[src/rtl/aap_fetch_unit.sv]
// rtl/aap_fetch_unit.sv - AAP instruction fetch: halfword reads, 16/32-bit assembly, skid, redirect
module aap_fetch_unit #(
  parameter int                     PC_WIDTH = 24,
  parameter logic [PC_WIDTH-1:0]    RESET_PC = '0
) (
  input  logic                clock,
  input  logic                reset,
  output logic                imem_rd_en,
  output logic [PC_WIDTH-1:0] imem_rd_addr,
  input  logic [15:0]         imem_rd_data,
  output logic                fetch_valid,
  input  logic                decode_ready,
  output logic [31:0]         fetch_instr,
  output logic                fetch_is32,
  output logic [PC_WIDTH-1:0] fetch_pc,
  input  logic                branch_valid,
  input  logic [PC_WIDTH-1:0] branch_target
);

  typedef enum logic {ST_LO, ST_HI} state_t;

  state_t              state_q, state_d;
  logic [PC_WIDTH-1:0] pc_q;
  logic                pend_q;
  logic [15:0]         skid_q;
  logic                skid_v_q;
  logic [15:0]         lo_buf_q;
  logic [PC_WIDTH-1:0] lo_pc_q;
  logic [PC_WIDTH-1:0] hw_pc_q;
  logic                fetch_valid_q;
  logic [31:0]         fetch_instr_q;
  logic                fetch_is32_q;
  logic [PC_WIDTH-1:0] fetch_pc_q;

  logic        can_load;
  logic        hw_v;
  logic [15:0] hw;
  logic        is_lo;
  logic        lo_of_32;
  logic        accept;
  logic        load_out;

  // FSM state register; reset or any redirect lands in LO
  always_ff @(posedge clock) begin
    if (!reset) state_q <= ST_LO;
    else        state_q <= state_d;
  end

  // FSM next state: a 32-bit low half moves to HI, a consumed high half returns to LO
  always_comb begin
    state_d = state_q;
    if (branch_valid) begin
      state_d = ST_LO;
    end else if (accept) begin
      if (state_q == ST_LO && hw[15]) state_d = ST_HI;
      else if (state_q == ST_HI)      state_d = ST_LO;
    end
  end

  // FSM outputs: halfword selection, acceptance, output load and memory request
  always_comb begin
    can_load = !fetch_valid_q || decode_ready;
    hw_v     = skid_v_q || pend_q;
    hw       = skid_v_q ? skid_q : imem_rd_data;
    is_lo    = (state_q == ST_LO);
    lo_of_32 = is_lo && hw[15];
    // A 32-bit low half only needs lo_buf, so it never waits on the decoder
    accept   = hw_v && (lo_of_32 || can_load);
    load_out = hw_v && can_load && !lo_of_32;
    if (!reset) begin
      imem_rd_en   = 1'b0;
      imem_rd_addr = RESET_PC;
    end else if (branch_valid) begin
      imem_rd_en   = 1'b1;
      imem_rd_addr = branch_target;
    end else begin
      // With a skid entry held, the next response would have nowhere to go
      imem_rd_en   = can_load && !skid_v_q;
      imem_rd_addr = pc_q;
    end
  end

  // Datapath: request PC, pending response, skid entry, low-half buffer and output register
  always_ff @(posedge clock) begin
    if (!reset) begin
      pc_q          <= RESET_PC;
      pend_q        <= 1'b0;
      skid_q        <= 16'h0;
      skid_v_q      <= 1'b0;
      lo_buf_q      <= 16'h0;
      lo_pc_q       <= '0;
      hw_pc_q       <= RESET_PC;
      fetch_valid_q <= 1'b0;
      fetch_instr_q <= 32'h0;
      fetch_is32_q  <= 1'b0;
      fetch_pc_q    <= '0;
    end else if (branch_valid) begin
      pc_q          <= branch_target + PC_WIDTH'(1);
      pend_q        <= 1'b1;
      skid_v_q      <= 1'b0;
      hw_pc_q       <= branch_target;
      fetch_valid_q <= 1'b0;
    end else begin
      pend_q <= imem_rd_en;
      if (imem_rd_en) pc_q <= pc_q + PC_WIDTH'(1);
      if (accept) hw_pc_q <= hw_pc_q + PC_WIDTH'(1);
      if (accept && lo_of_32) begin
        lo_buf_q <= hw;
        lo_pc_q  <= hw_pc_q;
      end
      if (load_out) begin
        fetch_valid_q <= 1'b1;
        if (is_lo) begin
          fetch_instr_q <= {16'h0, hw};
          fetch_is32_q  <= 1'b0;
          fetch_pc_q    <= hw_pc_q;
        end else begin
          fetch_instr_q <= {hw, lo_buf_q};
          fetch_is32_q  <= 1'b1;
          fetch_pc_q    <= lo_pc_q;
        end
      end else if (decode_ready) begin
        fetch_valid_q <= 1'b0;
      end
      if (skid_v_q) begin
        if (accept) skid_v_q <= 1'b0;
      end else if (pend_q && !accept) begin
        skid_q   <= imem_rd_data;
        skid_v_q <= 1'b1;
      end
    end
  end

  assign fetch_valid = fetch_valid_q;
  assign fetch_instr = fetch_instr_q;
  assign fetch_is32  = fetch_is32_q;
  assign fetch_pc    = fetch_pc_q;

endmodule

[config.mk]
export PLATFORM = sky130hd
export DESIGN_NAME = aap_fetch_unit
export DESIGN_NICKNAME = d
export VERILOG_FILES = /design/src/rtl/aap_fetch_unit.sv
export SDC_FILE = /design/constraint.sdc
export NUM_CORES = 1
export LEC_CHECK = 0
export ABC_AREA = 0
export CORE_MARGIN = 10
export CORE_UTILIZATION = 55
export DETAILED_ROUTE_END_ITERATION = 8
export PLACE_DENSITY_LB_ADDON = 0.1
export REMOVE_ABC_BUFFERS = 1
export SLEW_MARGIN = 0
export SYNTH_ARGS = -nofsm -noshare
export SYNTH_HDL_FRONTEND = slang
export SYNTH_SLANG_ARGS = --single-unit
[constraint.sdc]
create_clock -name clock -period 6.5 [get_ports clock]
set_input_delay 1.3 -clock clock [delete_from_list [all_inputs] [get_ports clock]]
set_output_delay 1.3 -clock clock [all_outputs]
set_load 0.02 [all_outputs]
[Word level (Yosys, flattened, before mapping)]
Cells that the tools add are included.
Cells by class
  $add $sub $neg: 3
  order comparisons: 0
  shift-type cells: 0
  reduce and logical (&&, ||, !) cells: 21
  divide/modulo/power cells: 0
  bitwise operators: 4
  $mul: 0
  muxes and demuxes: 19
  eq/ne operators: 0
Operator list (number)
  2-to-1 mux 24 bit: 7
  adder 24 x 1 -> 24 bit, second input constant: 3
  2-to-1 mux 32 bit: 1
  2-to-1 mux 16 bit: 1
  2-to-1 mux 1 bit: 10
  logical AND 1 bit: 7
  nonzero test 2 bit: 3
  logical NOT 1 bit: 4
  NOT 1 bit: 4
  AND reduction 2 bit: 2
  logical OR 1 bit: 3
  AND reduction 3 bit: 1
  OR reduction 2 bit: 1
Storage, ports and cells
  register bits: 165
  bits in latches: 0
  bits in writable memories: 0
  input bits: 44
  memory bits (read-only): 0
  logic and storage cells: 59
  memories kept: 0
  output and inout port bits: 83

[Depth between registers and ports, before layout]
  word-level depth: 8
  gate-level depth with buffers: 14
  mapped depth without buffers: 8

[Worst setup path after synthesis]
No wires, ideal clock.
  kind: input to output
  from: input branch_valid
  to: output imem_rd_addr[10]
  stages on the path: 8
  setup slack: 2.433 ns
  arrival: 2.767 ns
  buffers on the path: 6
  required time: 5.200 ns
  path through: buf_6 buf_8 buf_2 buf_2 buf_2 buf_2 mux2i_1 nor2_1
On the way
  longest elaborated chain between the ends: 2
Ends and longest elaborated chain
  from (decl): line 16  | input logic branch_valid,
  2-to-1 mux 24 bit: line 73  | end else if (branch_valid) begin
  2-to-1 mux 24 bit: line 70  | if (!reset) begin
  to (decl): line 9  | output logic [PC_WIDTH-1:0] imem_rd_addr,
No other way between the ends.

[Final worst setup path]
  from: input branch_valid
  to: output imem_rd_addr[4]
The elaborated chain is that of the path after synthesis.

==> impl_metrics.py <==
metrics = {
    "floorplanning": {
        "num_io_pins": 127,
        "placementRows": 44,
        "start_util_pct": 56.3,
        "die_w_um": 142,
        "die_h_um": 142,
        "coreArea_mm2": 0.0145,
        "die-area_mm2": 0.0202,
    },
    "pwr": {
        "ir_drop_v": 0.000231,
        "powerDensity_mw_per_mm2": 237,
        "power_leakage_nw": 3.34,
    },
    "sta": {
        "skew_ns": 0.00872,
        "worstMarginPinSlew_ns": 1.21,
        "drv_slew": 0,
        "tns_ns": 0,
        "slew_headroom_pct": 19.2,
        "hold-worst-slack_ns": 0.446,
        "post-route-period-util_pct": 75.6,
        "setup_viol": 0,
        "fin_crit_ns": 4.91,
        "max_freq_ghz": 0.203,
        "hold_violations": 0,
        "rsz0062_at_grt": "no",
    },
    "synth": {
        "synth.top_cell.area_share_pct": 40.4,
        "yosysMostFrequentCell": "dfxtp_1",
        "synthTopCellsByArea": "dfxtp_1 (40%), mux2i_1 (9.2%), nand2_1 (7.0%)",
        "synth_edf_count": 0,
        "ys_ff_latch": 165,
        "yosysUniqueCellTypes": 62,
        "ys_warn_count": 0,
        "async_flop_share_pct": 0,
        "syn_area_mm2": 0.00818,
        "syn_inst": 995,
        "synth.cells.most_frequent": "dfxtp_1 (165), nand2_1 (153), nor2_1 (90), a21oi_1 (86), mux2i_1 (75)",
        "synth_area_per_cell_um2": 8.23,
        "synth_ff_type": "dfxtp_1",
        "synth_top_area_cell": "dfxtp_1",
        "synth-seq-area-share_pct": 40.4,
    },
    "clock_tree": {
        "cts_tree": "built",
        "clockBufferDepth": 2,
        "cts_setup_buffers": 0,
        "clkTransAtPathRegs_ns": 0.06,
        "h-tree-depth": 4,
        "cts_buffers": 17,
        "cts.repair.resized": 0,
        "cts_sinks": 165,
        "root_buffer": "clkbuf_16",
        "worstSkewPairLatency_ns": 0.42,
        "hold_buffers": 0,
    },
    "min_path": {
        "holdCritPathClass": "flip-flop to flip-flop",
    },
    "drt": {
        "num_vias": 7465,
        "wl_per_cell_um": 17.4,
        "drc": 0,
        "wirelength_um": 22000,
        "viasPerCell": 5.91,
        "antenna_left": 0,
        "drt-initial-drc-count": 659,
        "drt_pre_antenna_iters": 6,
    },
    "placement": {
        "gp_congestion": 0.932,
        "hpwl_um": 14800,
        "portBuffers": 126,
    },
    "run": {
        "maxCapViolCount": 0,
    },
    "final_layout": {
        "drive_gt1_share_pct": 4.91,
        "insertedDiodeCount": 0,
        "fin_nets": 1116,
        "syn_to_final_growth_pct": 22.0,
        "fillers": 1230,
    },
    "critical_path": {
        "critical_path.slowest_cell": "buf_2",
        "start_kind": "primary input",
        "critPathMaxFanout": 45,
        "crit_type": "primary input to output port",
        "critPathMaxStageDelay_ns": 0.70,
        "worst_ep_required_time_ns": 5.20,
        "crit_chain": "buf_2, buf_4, mux2i_1, nor2_1, clkdlybuf4s50_1",
        "worstPathArrival_ns": 3.61,
        "crit_path_end_kind": "output port",
    },
    "status": {
        "status": "finished, final reports clean",
    },
    "grt": {
        "grt_pass1_vias": 6921,
        "grt_max_degree": 94,
        "grt_pass1_wl_um": 35900,
        "antenna_found_initial": 1,
        "grt_usage_pct": 21.5,
        "grt_overflow_total": 0,
    },
}
final cells by class:
type                            count  area, µm²  share of cell area, %
Inverter                           15       58.8                  0.589
Clock inverter                      6       47.5                  0.476
Sequential cell                   165       3300                   33.1
Tap cell                          184        230                   2.31
Timing Repair Buffer              137       1340                   13.4
Multi-Input combinational cell    734       4510                   45.1
Clock buffer                       23        498                   4.99
placed cells by master (no fill, tap or decap), types with 4 or more instances in the layout:
cell type	Yosys	layout
a211oi_1	46	46
inv_1	14	13
nand2_1	153	153
nand3_1	24	24
nor3_1	6	6
a21o_1	4	4
and2_1	5	5
nand2b_1	8	8
clkinvlp_4	0	4
a21oi_1	86	86
clkbuf_8	0	5
nor2_1	90	88
o22ai_1	5	5
o21ai_0	42	41
mux2i_1	75	75
and3_1	5	5
xnor2_1	28	28
buf_4	0	11
o211a_1	7	7
nand4b_1	6	6
clkdlybuf4s50_1	0	125
o31ai_1	4	4
dfxtp_1	165	164
clkbuf_16	0	17
and4_1	7	7
nand4_1	24	24
or3_1	4	4
a2111oi_0	6	6
o311a_1	4	4
or4_1	5	5
o211ai_1	6	6
nand3b_1	21	21
a22oi_1	6	6
a31oi_1	8	8
xor2_1	13	13
registers in the layout, summed over array words and instances, names as in the netlist, 16 cells and up:
| signal | flops |
|---|---|
| pc_q | 24 |
| hw_pc_q | 24 |
| lo_buf_q | 16 |
| fetch_pc | 24 |
| skid_q | 16 |
| fetch_instr | 32 |
| lo_pc_q | 24 |
stage by stage:
stage | instances | util [%] | area [µm²] | total power, W | setup WS, ns
CTS | 1264 | 68.7 | 9990 | 0.00238 | 1.64
global route | 1264 | 68.7 | 9990 | 0.00246 | 1.43
floorplan | 914 | - | 7850 | 0.00130 | 1.27
global placement | 1235 | 65.0 | 9440 | 0.00145 | 1.69
finish | 1264 | 68.7 | 9990 | 0.00237 | 1.59
detailed placement | 1235 | 65.0 | 9440 | 0.00145 | 1.65
cells by family (layout without fill, tap and decap cells):
kind of cell	count (synthesis)	in the layout	synth area share, %
buf+inv	96	181	4.74
xor+xnor	41	41	4.39
fa+ha+maj	2	2	0.306
simple gates	370	370	21.7
flops	165	165	40.4
compound gates	243	243	18.9
mux	78	78	9.59
power by group:
part,internal [W],switching [W],leakage [nW],total (W)
sequential,0.00106,0.0000437,1.35,0.00110
combinational,0.000141,0.000192,1.74,0.000333
clock,0.000534,0.000398,0.255,0.000932
critical path: cells and delay by family:
kind	cells	cell delay, ns
buffers and inverters	3	1.85
and+or+nand+nor	1	0.07
muxes	1	0.36
metal layers:
metal | track usage, % | vias to the layer above | wire (µm)
met5 | 0 | - | 0
met4 | 6.13 | 0 | 375
met3 | 6.84 | 28 | 1730
met1 | 29.6 | 3482 | 10300
li1 | - | 3704 | -
met2 | 31.3 | 251 | 9620
path summary, 6_finish.rpt:
check,start,endpoint,slack (ns),cells past startpoint
worst min register to register,fetch_instr[0]$_SDFFE_PN0P_,fetch_instr[0]$_SDFFE_PN0P_,0.45,2
worst max-delay path,branch_valid,imem_rd_addr[4],1.59,5
worst min-delay path,fetch_instr[0]$_SDFFE_PN0P_,fetch_instr[0]$_SDFFE_PN0P_,0.45,2
worst max register to register,skid_v_q$_SDFF_PP0_,skid_q[6]$_SDFFE_PN0P_,3.38,6
Power figures use the tool's default switching activity.
